===== src/rtl/regfile_wb_sched_if.sv =====
// Bundle of the decode, write-back source and register-file signals around the scheduler.
// The scheduler attaches as slave; the pipeline around it attaches as master.
interface regfile_wb_sched_if #(
  parameter int XLEN = 32,
  parameter int AW   = 5
);
  logic            iss_valid;
  logic            iss_wen;
  logic [AW-1:0]   iss_rs1;
  logic [AW-1:0]   iss_rs2;
  logic [AW-1:0]   iss_rd;
  logic            iss_stall;
  logic            alu_valid;
  logic [AW-1:0]   alu_rd;
  logic [XLEN-1:0] alu_data;
  logic            alu_ready;
  logic            mem_valid;
  logic [AW-1:0]   mem_rd;
  logic [XLEN-1:0] mem_data;
  logic            mem_ready;
  logic            rf_we;
  logic [AW-1:0]   rf_waddr;
  logic [XLEN-1:0] rf_wdata;
  logic            busy;
  logic            wb_err;

  modport master (
    output iss_valid, iss_wen, iss_rs1, iss_rs2, iss_rd,
    output alu_valid, alu_rd, alu_data, mem_valid, mem_rd, mem_data,
    input  iss_stall, alu_ready, mem_ready, rf_we, rf_waddr, rf_wdata, busy, wb_err
  );

  modport slave (
    input  iss_valid, iss_wen, iss_rs1, iss_rs2, iss_rd,
    input  alu_valid, alu_rd, alu_data, mem_valid, mem_rd, mem_data,
    output iss_stall, alu_ready, mem_ready, rf_we, rf_waddr, rf_wdata, busy, wb_err
  );
endinterface


===== src/rtl/regfile_wb_sched.sv =====
// Write-back scheduler: round-robin ALU/load arbitration onto the single register-file
// write port, plus a pending-write scoreboard that decode uses to stall RAW/WAW hazards.
module regfile_wb_sched #(
  parameter int XLEN = 32,
  parameter int AW   = 5
) (
  input logic               clk,
  input logic               rst,
  regfile_wb_sched_if.slave bus
);
  localparam int NREG = 2 ** AW;
  localparam logic SRC_ALU = 1'b0;
  localparam logic SRC_MEM = 1'b1;

  logic [NREG-1:0] pending_q, pending_d;
  logic            rr_last_q, rr_last_d;
  logic            rf_we_q, rf_we_d;
  logic [AW-1:0]   rf_waddr_q, rf_waddr_d;
  logic [XLEN-1:0] rf_wdata_q, rf_wdata_d;
  logic            busy_q;
  logic            wb_err_q, wb_err_d;

  logic            hazard, iss_accept;
  logic            gnt_alu, gnt_mem, gnt_any;
  logic [AW-1:0]   gnt_rd;
  logic [XLEN-1:0] gnt_data;

  // pending_q[0] is forced low, so x0 operands never produce a hazard.
  assign hazard     = pending_q[bus.iss_rs1] | pending_q[bus.iss_rs2]
                    | (bus.iss_wen & pending_q[bus.iss_rd]);
  assign iss_accept = bus.iss_valid & ~hazard;

  // Grants look only at the two valids and the round-robin pointer.
  assign gnt_alu  = bus.alu_valid & (~bus.mem_valid | (rr_last_q == SRC_MEM));
  assign gnt_mem  = bus.mem_valid & (~bus.alu_valid | (rr_last_q == SRC_ALU));
  assign gnt_any  = gnt_alu | gnt_mem;
  assign gnt_rd   = gnt_alu ? bus.alu_rd   : bus.mem_rd;
  assign gnt_data = gnt_alu ? bus.alu_data : bus.mem_data;

  always_comb begin
    pending_d  = pending_q;
    rr_last_d  = rr_last_q;
    rf_we_d    = 1'b0;
    rf_waddr_d = rf_waddr_q;
    rf_wdata_d = rf_wdata_q;
    wb_err_d   = wb_err_q;

    // Clear before set so a same-edge set of the same index wins.
    if (rf_we_q) pending_d[rf_waddr_q] = 1'b0;
    if (iss_accept && bus.iss_wen) pending_d[bus.iss_rd] = 1'b1;
    pending_d[0] = 1'b0;

    if (bus.alu_valid && bus.mem_valid) rr_last_d = gnt_alu ? SRC_ALU : SRC_MEM;

    if (gnt_any) begin
      rf_we_d    = (gnt_rd != '0);
      rf_waddr_d = gnt_rd;
      rf_wdata_d = gnt_data;
      if ((gnt_rd != '0) && !pending_q[gnt_rd]) wb_err_d = 1'b1;
    end
  end

  // Stage boundary: scoreboard, arbitration pointer and staged register-file write.
  always_ff @(posedge clk or posedge rst) begin
    if (rst) begin
      pending_q  <= '0;
      rr_last_q  <= SRC_MEM;
      rf_we_q    <= 1'b0;
      rf_waddr_q <= '0;
      rf_wdata_q <= '0;
      busy_q     <= 1'b0;
      wb_err_q   <= 1'b0;
    end else begin
      pending_q  <= pending_d;
      rr_last_q  <= rr_last_d;
      rf_we_q    <= rf_we_d;
      rf_waddr_q <= rf_waddr_d;
      rf_wdata_q <= rf_wdata_d;
      busy_q     <= |pending_d;
      wb_err_q   <= wb_err_d;
    end
  end

  assign bus.iss_stall = bus.iss_valid & hazard;
  assign bus.alu_ready = gnt_alu;
  assign bus.mem_ready = gnt_mem;
  assign bus.rf_we     = rf_we_q;
  assign bus.rf_waddr  = rf_waddr_q;
  assign bus.rf_wdata  = rf_wdata_q;
  assign bus.busy      = busy_q;
  assign bus.wb_err    = wb_err_q;
endmodule


===== src/flat_wrapper.sv =====
// flat-port wrapper written by rule: the top's interface ports become plain ports
module regfile_wb_sched_flat 
#(
  parameter int XLEN = 32,
  parameter int AW   = 5
)
  (clk, rst, bus_iss_valid, bus_iss_wen, bus_iss_rs1, bus_iss_rs2, bus_iss_rd, bus_alu_valid, bus_alu_rd, bus_alu_data, bus_mem_valid, bus_mem_rd, bus_mem_data, bus_iss_stall, bus_alu_ready, bus_mem_ready, bus_rf_we, bus_rf_waddr, bus_rf_wdata, bus_busy, bus_wb_err);
  regfile_wb_sched_if #(.XLEN(XLEN), .AW(AW)) bus_i ();
  input logic clk;
  input logic rst;
  input wire logic [$bits(bus_i.iss_valid)-1:0] bus_iss_valid;
  input wire logic [$bits(bus_i.iss_wen)-1:0] bus_iss_wen;
  input wire logic [$bits(bus_i.iss_rs1)-1:0] bus_iss_rs1;
  input wire logic [$bits(bus_i.iss_rs2)-1:0] bus_iss_rs2;
  input wire logic [$bits(bus_i.iss_rd)-1:0] bus_iss_rd;
  input wire logic [$bits(bus_i.alu_valid)-1:0] bus_alu_valid;
  input wire logic [$bits(bus_i.alu_rd)-1:0] bus_alu_rd;
  input wire logic [$bits(bus_i.alu_data)-1:0] bus_alu_data;
  input wire logic [$bits(bus_i.mem_valid)-1:0] bus_mem_valid;
  input wire logic [$bits(bus_i.mem_rd)-1:0] bus_mem_rd;
  input wire logic [$bits(bus_i.mem_data)-1:0] bus_mem_data;
  output wire logic [$bits(bus_i.iss_stall)-1:0] bus_iss_stall;
  output wire logic [$bits(bus_i.alu_ready)-1:0] bus_alu_ready;
  output wire logic [$bits(bus_i.mem_ready)-1:0] bus_mem_ready;
  output wire logic [$bits(bus_i.rf_we)-1:0] bus_rf_we;
  output wire logic [$bits(bus_i.rf_waddr)-1:0] bus_rf_waddr;
  output wire logic [$bits(bus_i.rf_wdata)-1:0] bus_rf_wdata;
  output wire logic [$bits(bus_i.busy)-1:0] bus_busy;
  output wire logic [$bits(bus_i.wb_err)-1:0] bus_wb_err;
  assign bus_i.iss_valid = bus_iss_valid;
  assign bus_i.iss_wen = bus_iss_wen;
  assign bus_i.iss_rs1 = bus_iss_rs1;
  assign bus_i.iss_rs2 = bus_iss_rs2;
  assign bus_i.iss_rd = bus_iss_rd;
  assign bus_i.alu_valid = bus_alu_valid;
  assign bus_i.alu_rd = bus_alu_rd;
  assign bus_i.alu_data = bus_alu_data;
  assign bus_i.mem_valid = bus_mem_valid;
  assign bus_i.mem_rd = bus_mem_rd;
  assign bus_i.mem_data = bus_mem_data;
  assign bus_iss_stall = bus_i.iss_stall;
  assign bus_alu_ready = bus_i.alu_ready;
  assign bus_mem_ready = bus_i.mem_ready;
  assign bus_rf_we = bus_i.rf_we;
  assign bus_rf_waddr = bus_i.rf_waddr;
  assign bus_rf_wdata = bus_i.rf_wdata;
  assign bus_busy = bus_i.busy;
  assign bus_wb_err = bus_i.wb_err;
  regfile_wb_sched #(.XLEN(XLEN), .AW(AW)) u_core (.clk(clk), .rst(rst), .bus(bus_i));
endmodule

===== config.mk =====
export PLATFORM = sky130hd
export DESIGN_NAME = regfile_wb_sched_flat
export DESIGN_NICKNAME = d
export VERILOG_FILES = /design/src/rtl/regfile_wb_sched_if.sv /design/src/rtl/regfile_wb_sched.sv /design/src/flat_wrapper.sv
export SDC_FILE = /design/constraint.sdc
export NUM_CORES = 1
export LEC_CHECK = 0
export ABC_AREA = 1
export CELL_PAD_IN_SITES_DETAIL_PLACEMENT = 0
export CELL_PAD_IN_SITES_GLOBAL_PLACEMENT = 1
export CORE_MARGIN = 2
export CORE_UTILIZATION = 30
export DETAILED_ROUTE_END_ITERATION = 7
export PLACE_DENSITY_LB_ADDON = 0.3
export SLEW_MARGIN = 20
export SYNTH_ARGS = -nofsm -noshare
export SYNTH_HDL_FRONTEND = slang
export SYNTH_SLANG_ARGS = --single-unit
export TNS_END_PERCENT = 10

===== constraint.sdc =====
create_clock -name clk -period 2.21 [get_ports clk]
set_input_delay 0.3315 -clock clk [delete_from_list [all_inputs] [get_ports clk]]
set_output_delay 0.3315 -clock clk [all_outputs]
set_load 0.05 [all_outputs]

# Word-level counts from Yosys, hierarchy flattened
# Cells that the tools add are included.
[word_totals] register_bits=72 in_bits=95 word_cells=58
[classes] magnitude_cmp=7 n_mux=18 bitwise_logic=17 n_reduce_logical=9
[ops] op="2-to-1 mux 32 bit" count=3
[ops] op="AND 32 bit" count=1
[ops] op="NOT 32 bit" count=1
[ops] op="OR 32 bit" count=1
[ops] op="OR reduction 31 bit" count=1
[ops] op="less-than comparator 5 x 6 -> 1 bit (second input constant)" count=5
[ops] op="binary-select mux 1 bit (select 5 bit)" count=4
[ops] op="demux 1 bit (select 5 bit)" count=2
[ops] op=">= comparator 5 x 1 -> 1 bit (second input constant)" count=2
[ops] op="2-to-1 mux 1 bit" count=8
[ops] op="AND 1 bit" count=5
[ops] op="logical AND 1 bit" count=5
[ops] op="2-to-1 mux 5 bit" count=1
[ops] op="OR 1 bit" count=5
[ops] op="nonzero test 5 bit" count=1
[ops] op="NOT 1 bit" count=4
[ops] op="AND reduction 2 bit" count=1
[ops] op="zero test 1 bit" count=1

# Depth between registers and ports, before layout
# Gate-level depths: netlist of the first run.
[logic_depth] depth_word=10 mapped_depth=19 ltp_nobuf=17

# Worst setup path before layout of the first run
# Ideal clock, no wire load.
[synth_path] kind="flip-flop to flip-flop" from="reg u_core.rf_waddr_q[0] (netlist: u_core.bus.rf_waddr[0])" to="reg u_core.busy_q (netlist: u_core.bus.busy)" setup_ps=119 arrival_time_ps=1894 required_ps=2091 path_slack_ps=197 stages_incl_launch_ff=12 path_buffers=0 period_less_slack_ps=2013 path_cell_list="dfrtp_1 > inv_1 > nor3_1 > nand2_1 > nand2_1 > inv_1 > nor2_2 > nand2_1 > nor2_1 > nand2_1 > nor2_1 > nand2_1"
[synth_via] elab_chain_cells=10 word_cells_on_any_way=11 cone_classes="order compare (2); mux (4); bitwise (3); reduce/logical (2)"
[synth_lines] item="from (decl)" line="regfile_wb_sched.sv:18" rtl="logic [AW-1:0] rf_waddr_q, rf_waddr_d;"
[synth_lines] item="from (signal assigned)" line="regfile_wb_sched.sv:77" rtl="rf_waddr_q <= rf_waddr_d;"
[synth_lines] item="less-than comparator 5 x 6 -> 1 bit (not written as such) or >= comparator 5 x 1 -> 1 bit (tied branches)" line="regfile_wb_sched.sv:49" rtl="if (rf_we_q) pending_d[rf_waddr_q] = 1'b0;"
[synth_lines] item="logical AND 1 bit (not written as such)" line="regfile_wb_sched.sv:49"
[synth_lines] item="2-to-1 mux 1 bit (not written as such)" line="regfile_wb_sched.sv:49"
[synth_lines] item="demux 1 bit (select 5 bit) *"
[synth_lines] item="NOT 32 bit (no source line) *"
[synth_lines] item="AND 32 bit (no source line) *"
[synth_lines] item="2-to-1 mux 32 bit *" line="regfile_wb_sched.sv:49"
[synth_lines] item="OR 32 bit (no source line)"
[synth_lines] item="2-to-1 mux 32 bit *" line="regfile_wb_sched.sv:50" rtl="if (iss_accept && bus.iss_wen) pending_d[bus.iss_rd] = 1'b1;"
[synth_lines] item="OR reduction 31 bit *" line="regfile_wb_sched.sv:79" rtl="busy_q <= |pending_d;"
[synth_lines] item="to (signal assigned)" line="regfile_wb_sched.sv:79"
[synth_lines] item="to (decl)" line="regfile_wb_sched.sv:20" rtl="logic busy_q;"
# Every way passes the cells marked *; elsewhere a longest branch is shown, timed or not.
# A chain may end at the register's enable or synchronous reset.

# Final worst setup path of the first run
[layout_path] from="reg u_core.pending_q[15]" to="reg u_core.busy_q (netlist: u_core.bus.busy)"
[layout_via] elab_chain_cells=9 word_cells_on_any_way=17 cone_classes="mux (8); bitwise (7); reduce/logical (2)"
[layout_lines] item="from (decl)" line="regfile_wb_sched.sv:15" rtl="logic [NREG-1:0] pending_q, pending_d;"
[layout_lines] item="from (signal assigned)" line="regfile_wb_sched.sv:74" rtl="pending_q <= pending_d;"
[layout_lines] item="binary-select mux 1 bit (select 5 bit) (on tied branches)" line="regfile_wb_sched.sv:29, regfile_wb_sched.sv:30"
[layout_lines] item="2-to-1 mux 1 bit (on tied branches)" line="regfile_wb_sched.sv:29, regfile_wb_sched.sv:30"
[layout_lines] item="OR 1 bit or AND 1 bit (tied branches)" line="regfile_wb_sched.sv:29, regfile_wb_sched.sv:30"
[layout_lines] item="OR 1 bit" line="regfile_wb_sched.sv:30" rtl="| (bus.iss_wen & pending_q[bus.iss_rd]);"
[layout_lines] item="NOT 1 bit" line="regfile_wb_sched.sv:31" rtl="assign iss_accept = bus.iss_valid & ~hazard;"
[layout_lines] item="AND 1 bit" line="regfile_wb_sched.sv:31"
[layout_lines] item="logical AND 1 bit" line="regfile_wb_sched.sv:50"
[layout_lines] item="2-to-1 mux 32 bit *" line="regfile_wb_sched.sv:50"
[layout_lines] item="OR reduction 31 bit *" line="regfile_wb_sched.sv:79"
# Every way passes the cells marked *; elsewhere a longest branch is shown, timed or not. The select of a mux whose other input is x is not followed.

==> reports/results.ini, run 1 <==
[sta]
rsz0062_at_grt=yes
hold_viol=0
fin_crit_ps=2340
finalWorstSetupSlack_ps=-128
period_share=1.06
tightest_slew_ps=709
fin_worst_skew_ps=4.72
fmaxAchievable_ghz=0.428
slew_violations=0
slew_headroom=0.524
setup_viol=4

[detailed_routing]
avgViaCountPerCell=4.83
drc_errors=0
vias=6055
first_pass_iters=6
wl_mm=20.2
drtAntennaViolNets=0
wire_per_inst_um=16.1
drt-initial-drc-count=458

[critical_path]
reg2reg_setup_slack_ps=-130
crit_start=u_core.pending_q[15]
crit_type=flop to flop
worstPathMaxFanout=8
crit_required_ps=2450
cp.arrival_ps=2570
reg2reg_from=u_core.pending_q[15]
worstSetupStartpointType=flop
r2r_cells=19
critPathCapture=u_core.bus.busy
worstSetupEndpointType=flop
worstReg2RegEnd=u_core.bus.busy

[place]
port_buffers=137
dp_hpwl_mm=15.1
dp.cells=1219
place_ws_ps=-655
placed_cell_area_mm2=0.00744
place_congestion=0.918

[outcome]
violations=negative setup slack
outcome=finished with violations

[die]
dieHeight_um=132
pin_count=138
start_util=0.308
rows=46
core_mm2=0.0159
die_x_um=132
dieArea_mm2=0.0174

[grt]
grt_usage=0.234
grt_pass1_vias=5743
grt_max_degree=35
grt_pass1_wl_mm=31.8
overflow=0
grt_antenna_before_repair=0

[final_layout]
layout.nets=1128
drive_gt1_frac=0.227
stdcell_count=1254
fin_util=0.507
syn_to_final_growth_pct=64.6
n_antenna_cell=0
stdcell_area_mm2=0.00808

[synthesis]
ys_seq_elements=72
synth-edff-count=0
synth_top_cell_by_area=dfrtp_1
ys_types=28
syn_inst=780
ys.warnings.count=0
synth_top_area_frac=0.362
synth_area_leaders=dfrtp_1 36%, nand2_1 17%, nor2_1 8.3%, inv_1 6.8%, o21ai_0 6.7%
async_flop_share=1.00
synthTopCellsByCount=228 x nand2_1, 108 x nor2_1, 89 x inv_1
synthesis.area_mm2=0.00491
ys_seq_area_frac=0.367
synth_fp_nets=875
synth_ff_type=dfrtp_1
synth_area_per_cell_um2=6.30
synth_most_common_cell=nand2_1

[clock_network]
max-clock-path-buffers=2
clk_pin_slew_ps=60
clock_latency_ps=350
htree_levels=3
cts_tree=yes
clock-root-buffer=clkbuf_16
cts_made_buffers=9
clkSinkCount=72

[power_and_ir_drop]
p_int_mw=3.55
powerDensity_mw_per_mm2=752
seq_power_share=0.298
cellLeakagePower_nw=3.93
p_switching_mw=2.53
sw_frac_of_total=0.416
power_frac_clock=0.226
peakVddDrop_mv=0.451
power.share.combinational=0.476

[run]
cap_violations=0

[min_path]
min_path_type=primary input to async pin

-- registers in the layout, indices dropped and copies added (netlist names) --
register	cells
u_core.bus.rf_wdata	32
u_core.pending_q	31
u_core.bus.rf_waddr	5
u_core.bus.busy	1
u_core.bus.rf_we	1
u_core.bus.wb_err	1
u_core.rr_last_q	1
-- how the worst min path moves through the flow --
stage,startpoint,endpoint,cells after the start
final,rst,u_core.pending_q[2],2
after global routing,rst,u_core.pending_q[2],2
after CTS,rst,u_core.pending_q[1],2
after detailed placement,u_core.bus.wb_err,u_core.bus.wb_err,1
after global placement,u_core.bus.rf_wdata[28],u_core.bus.rf_wdata[28],2
after floorplan,bus_alu_valid,u_core.rr_last_q,2
-- layer usage --
layer | GRT usage | vias up | wire, µm
li1 | - | 3001 | -
met1 | 0.311 | 2779 | 8600
met2 | 0.372 | 237 | 9210
met3 | 0.0504 | 38 | 1670
met4 | 0.0900 | 0 | 675
met5 | 0 | - | 0
-- cell families (layout without fill, tap and decap cells) --
kind of cell | count (synthesis) | count (layout) | share of synthesized area
compound gates | 151 | 151 | 0.163
flops | 72 | 72 | 0.367
simple gates | 428 | 428 | 0.361
buf+inv | 129 | 387 | 0.109
-- power by group through the flow --
stage	Combinational [mW]	Clock, mW	Sequential, mW
after floorplan	0.958	0	2.18
after global placement	2.72	0	1.81
after detailed placement	2.71	0	1.81
after CTS	2.80	1.41	1.79
after global routing	3.12	1.47	1.83
final	2.89	1.38	1.81
-- critical path, stage by stage, from the launching register on --
cell and delay (ps):
dfrtp_2 480, nand2_2 80, o21ai_2 80, nand2_1 80, nand2_1 60, nand2_1 50
nand2_1 60, nor2_1 40, nand2_1 120, nand2_2 90, nand4_4 160, buf_12 130
buf_16 120, nor2_4 30, nor2_2 130, nand2_1 100, nor2_2 170, nand2_1 80
nor2_1 100, nand2_1 60
-- layout by cell type, fill, tap and decap left out, types with 2 or more instances in the layout --
cell / n
nand2_1: 224
clkdlybuf4s50_1: 126
buf_4: 123
nor2_1: 91
inv_1: 75
dfrtp_1: 65
a21oi_1: 62
nand3_1: 59
o21ai_0: 53
nor2_2: 19
inv_2: 17
buf_12: 14
nor3_1: 13
o21ai_2: 9
clkbuf_16: 9
o211ai_1: 8
o21ai_1: 6
dfrtp_2: 6
nand2_2: 5
nor3_2: 5
or2_2: 5
dlygate4sd2_1: 5
nor2_4: 4
a31oi_1: 3
o221ai_1: 3
clkinvlp_4: 3
o21ai_4: 2
nor3_4: 2
o21a_1: 2
o22ai_1: 2
buf_16: 2
buf_8: 2
buf_6: 2
-- through the flow --
step / setup TNS, ps / total power [mW] / hold slack (ps)
finish: -227 / 6.08 / 336
global route: -933 / 6.42 / 386
CTS: -17.6 / 6.00 / 347
detailed placement: -11820 / 4.51 / 473
global placement: -11670 / 4.53 / 467
floorplan: 0 / 3.14 / 462
-- cell type report --
cell class	count	area (µm²)
clock buffers	10	229
clock inverters	6	45.0
fillers	1586	7860
inverters	94	355
multi-input cells	579	2730
flip-flops and latches	72	1810
well taps	216	270
repair buffers	277	2640
-- what timing repair did --
action / CTS / global route
gates resized for setup: 53 / 45
setup endpoints to repair: 3 / 6
pin swaps: 7 / 35
setup buffers: 8 / 8
gates cloned: 4 / 0
hold buffers: 0 / 0
No activity file was read; power rests on OpenSTA's default activity.
==> inputs of run 2 (changes only) <==
Settings changed: ABC_AREA 1 to not set, CORE_UTILIZATION 30 to 32, HOLD_SLACK_MARGIN set to 0.15.
==> run 2 against run 1 <==
  * The flow still finishes with violations (negative setup slack)
  * Synthesized cell count fell by 39%
  * Critical path type is now flop to output port
  * Sequential share of layout area rose by 1.1 points
  * Register-to-register slack got worse by 370 ps
==> reports/results.ini, run 2 <==
[grt]
grt_antenna_before_repair=0  ; unchanged
met1_usage=0.291  ; -0.0200
grt_max_degree=73  ; +110%
overflow=0  ; unchanged
grt-busiest-layer=met2
grt_pass1_wl_mm=26.8  ; -16%
grt_pass1_vias=5100  ; -11%
grt_use_met3=0.0414  ; -0.00901
met2_usage=0.414  ; +0.0418
grt_usage=0.236  ; +0.00168

[detailed_routing]
wire_per_inst_um=18.9  ; +18%
vias=4986  ; -18%
wl_mm=17.5  ; -13%
avgViaCountPerCell=5.39  ; +12%
drc_errors=0  ; unchanged
drt-initial-drc-count=357  ; -22%
drtAntennaViolNets=0  ; unchanged
first_pass_iters=5  ; -1

[place]
dp_hpwl_mm=13.5  ; -11%
dp.cells=903  ; -26%
placed_cell_area_mm2=0.00708  ; -4.8%
place_ws_ps=-1230  ; -578 ps
port_buffers=137  ; unchanged
place_congestion=0.967  ; +5.3%

[die]
rows=43  ; -6.5%
core_mm2=0.0138  ; -14%
start_util=0.325  ; +0.0171
die_x_um=122  ; -7.3%
pin_count=138  ; unchanged
dieArea_mm2=0.0150  ; -14%
dieHeight_um=122  ; -7.3%

[synthesis]
synth_most_common_cell=nor2_1
synth-edff-count=0  ; unchanged
syn_inst=474  ; -39%
async_flop_share=1.00  ; unchanged
ys.warnings.count=0  ; unchanged
synthesis.area_mm2=0.00448  ; -8.8%
synthTopCellsByCount=74 x nor2_1, 71 x dfrtp_1, 44 x mux2i_1, 44 x o21ai_0, 38 x o22ai_1
synth_area_per_cell_um2=9.45  ; +50%
ys_seq_area_frac=0.403  ; +0.0355
synth_top_area_frac=0.397  ; +0.0350
synth_fp_nets=569  ; -35%
ys_seq_elements=72  ; unchanged
synth_area_leaders=dfrtp_1 40%, mux2i_1 9.8%, nor2_1 6.2%, mux4_2 5.5%, o22ai_1 5.3%
ys_types=56  ; +100%
synth_top_cell_by_area=dfrtp_1
synth_ff_type=dfrtp_1

[critical_path]
cp.arrival_ps=2580  ; about the same
slowest_stage=a222oi_1
cp_cell_sequence=mux2_4, and3_4, or4_1, a222oi_1, buf_4, o2111ai_2, and2_4, buf_6
worstSetupEndpointType=output port
r2r_cells=9  ; -10
crit_type=flop to output port
crit_start=u_core.pending_q[11]
worstPathMaxFanout=2  ; -6
crit_required_ps=1880  ; -570 ps
slowest_delay_ps=430  ; -50 ps
worstSetupStartpointType=flop
reg2reg_from=u_core.pending_q[11]

[sta]
fmaxAchievable_ghz=0.343  ; -20%
setup_viol=34  ; +30
fin_worst_skew_ps=9.25  ; +4.53 ps
hold_viol=0  ; unchanged
fin_crit_ps=2920  ; +577 ps
period_share=1.32  ; +0.261
slew_headroom=0.630  ; +0.106
tightest_slew_ps=553  ; -155 ps
slew_violations=0  ; unchanged
finalWorstSetupSlack_ps=-705  ; -577 ps
rsz0062_at_grt=yes

[final_layout]
layout.nets=835  ; -26%
syn_to_final_growth_pct=71.9
stdcell_count=925  ; -26%
drive_gt1_frac=0.329  ; +0.101
largest_register_ffs=32  ; unchanged
n_antenna_cell=0  ; unchanged
final_common_cell=buf_4
stdcell_area_mm2=0.00770  ; -4.8%
fillers=1271  ; -20%
most-common-layout-cells=142 x buf_4, 128 x clkdlybuf4s50_1, 74 x nor2_1

[outcome]
violations=negative setup slack
outcome=finished with violations

[clock_network]
cts_tree=yes
clock-root-buffer=clkbuf_16
hold_buffers=0  ; unchanged
htree_levels=3  ; unchanged
cts_made_buffers=9  ; unchanged
max-clock-path-buffers=2  ; unchanged
clock_latency_ps=330  ; -20 ps
clkSinkCount=72  ; unchanged
clk_pin_slew_ps=60  ; about the same

[min_path]
min_path_type=primary input to async pin

[power_and_ir_drop]
p_switching_mw=3.31  ; +31%
seq_power_share=0.260  ; -0.038
power_frac_clock=0.198  ; -0.028
power_mw=8.37  ; +38%
powerDensity_mw_per_mm2=1090  ; +45%
peakVddDrop_mv=0.525  ; +16%
p_int_mw=5.06  ; +43%
cellLeakagePower_nw=3.24  ; -18%
sw_frac_of_total=0.395  ; -0.0210
power.share.combinational=0.542  ; +0.066

[run]
cap_violations=0  ; unchanged

==> run 2: cell types whose count changed in the layout (fill, tap and decap cells not counted), moves of 11 or more <==
cell     change
buf_4       +19
o22ai_1     +36
nand2_1    -213
inv_2       -16
inv_1       -69
nor2_1      -17
nor2_2      -19
nand3_1     -51
o21ai_0     -29
mux4_2      +11
a21oi_1     -53
mux2i_1     +43
==> run 2: area by class of cell <==
cell class | count | area, µm² | area share
clock buffer | 10 | 229 | 0.0297
sequential | 72 | 1810 | 0.235
multi-input combinational | 363 | 2730 | 0.355
inverter | 8 | 32.5 | 0.00423
timing repair buffer | 286 | 2560 | 0.333
clock inverter | 6 | 109 | 0.0141
tap | 180 | 225 | 0.0293
==> run 2: per-stage QoR <==
step / TNS [ps] / hold WS (ps) / utilization
floorplan: -11510 / 448 / -
global placement: -33430 / 476 / 0.514
detailed placement: -35600 / 476 / 0.514
CTS: -13650 / 416 / 0.544
global route: -14880 / 453 / 0.559
finish: -13110 / 381 / 0.559
==> run 2: power by group through the flow <==
| stage | logic (mW) | registers, mW | clock network (mW) |
|---|---|---|---|
| floorplan | 1.49 | 2.58 | 0 |
| global placement | 4.11 | 2.17 | 0 |
| detailed placement | 4.17 | 2.18 | 0 |
| CTS | 4.24 | 2.16 | 1.69 |
| global route | 4.79 | 2.21 | 1.75 |
| finish | 4.54 | 2.18 | 1.66 |
==> run 2: cells by family after synthesis <==
| group | share of synthesized area |
|---|---|
| buf+inv | 0.0394 |
| simple gates | 0.179 |
| xor+xnor | 0.00391 |
| flops | 0.403 |
| mux | 0.180 |
| compound gates | 0.195 |
==> run 2: worst max-delay path, delay by kind of cell, from the launching register on <==
| kind | cells | cell delay (ps) |
|---|---|---|
| AND/OR/NAND/NOR | 3 | 720 |
| AO/OA/AOI/OAI | 2 | 520 |
| flip-flops | 1 | 400 |
| buffers and inverters | 2 | 320 |
| multiplexers | 1 | 270 |
==> run 2: path summary, 6_finish.rpt <==
check | endpoint | slack, ps
worst max-delay path | bus_iss_stall | -710
worst min-delay path | u_core.bus.rf_wdata[25] | 380
worst max register to register | u_core.pending_q[5] | -500
worst min register to register | u_core.bus.wb_err | 490
max in group asynchronous | u_core.pending_q[24] | 1450
min in group clk | u_core.bus.wb_err | 490
==> run 2: what timing repair did <==
action / CTS / global route
resized for setup: 25 / 50
pin swaps: 4 / 10
buffers inserted: 2 / 3
endpoints found under the setup margin: 34 / 34
cloned: 1 / 0
==> run 2: routing by layer <==
metal / routed length (µm) / share of wire
met5: 0 / 0
met4: 468 / 0.027
met2: 8930 / 0.51
met3: 944 / 0.054
met1: 7170 / 0.41
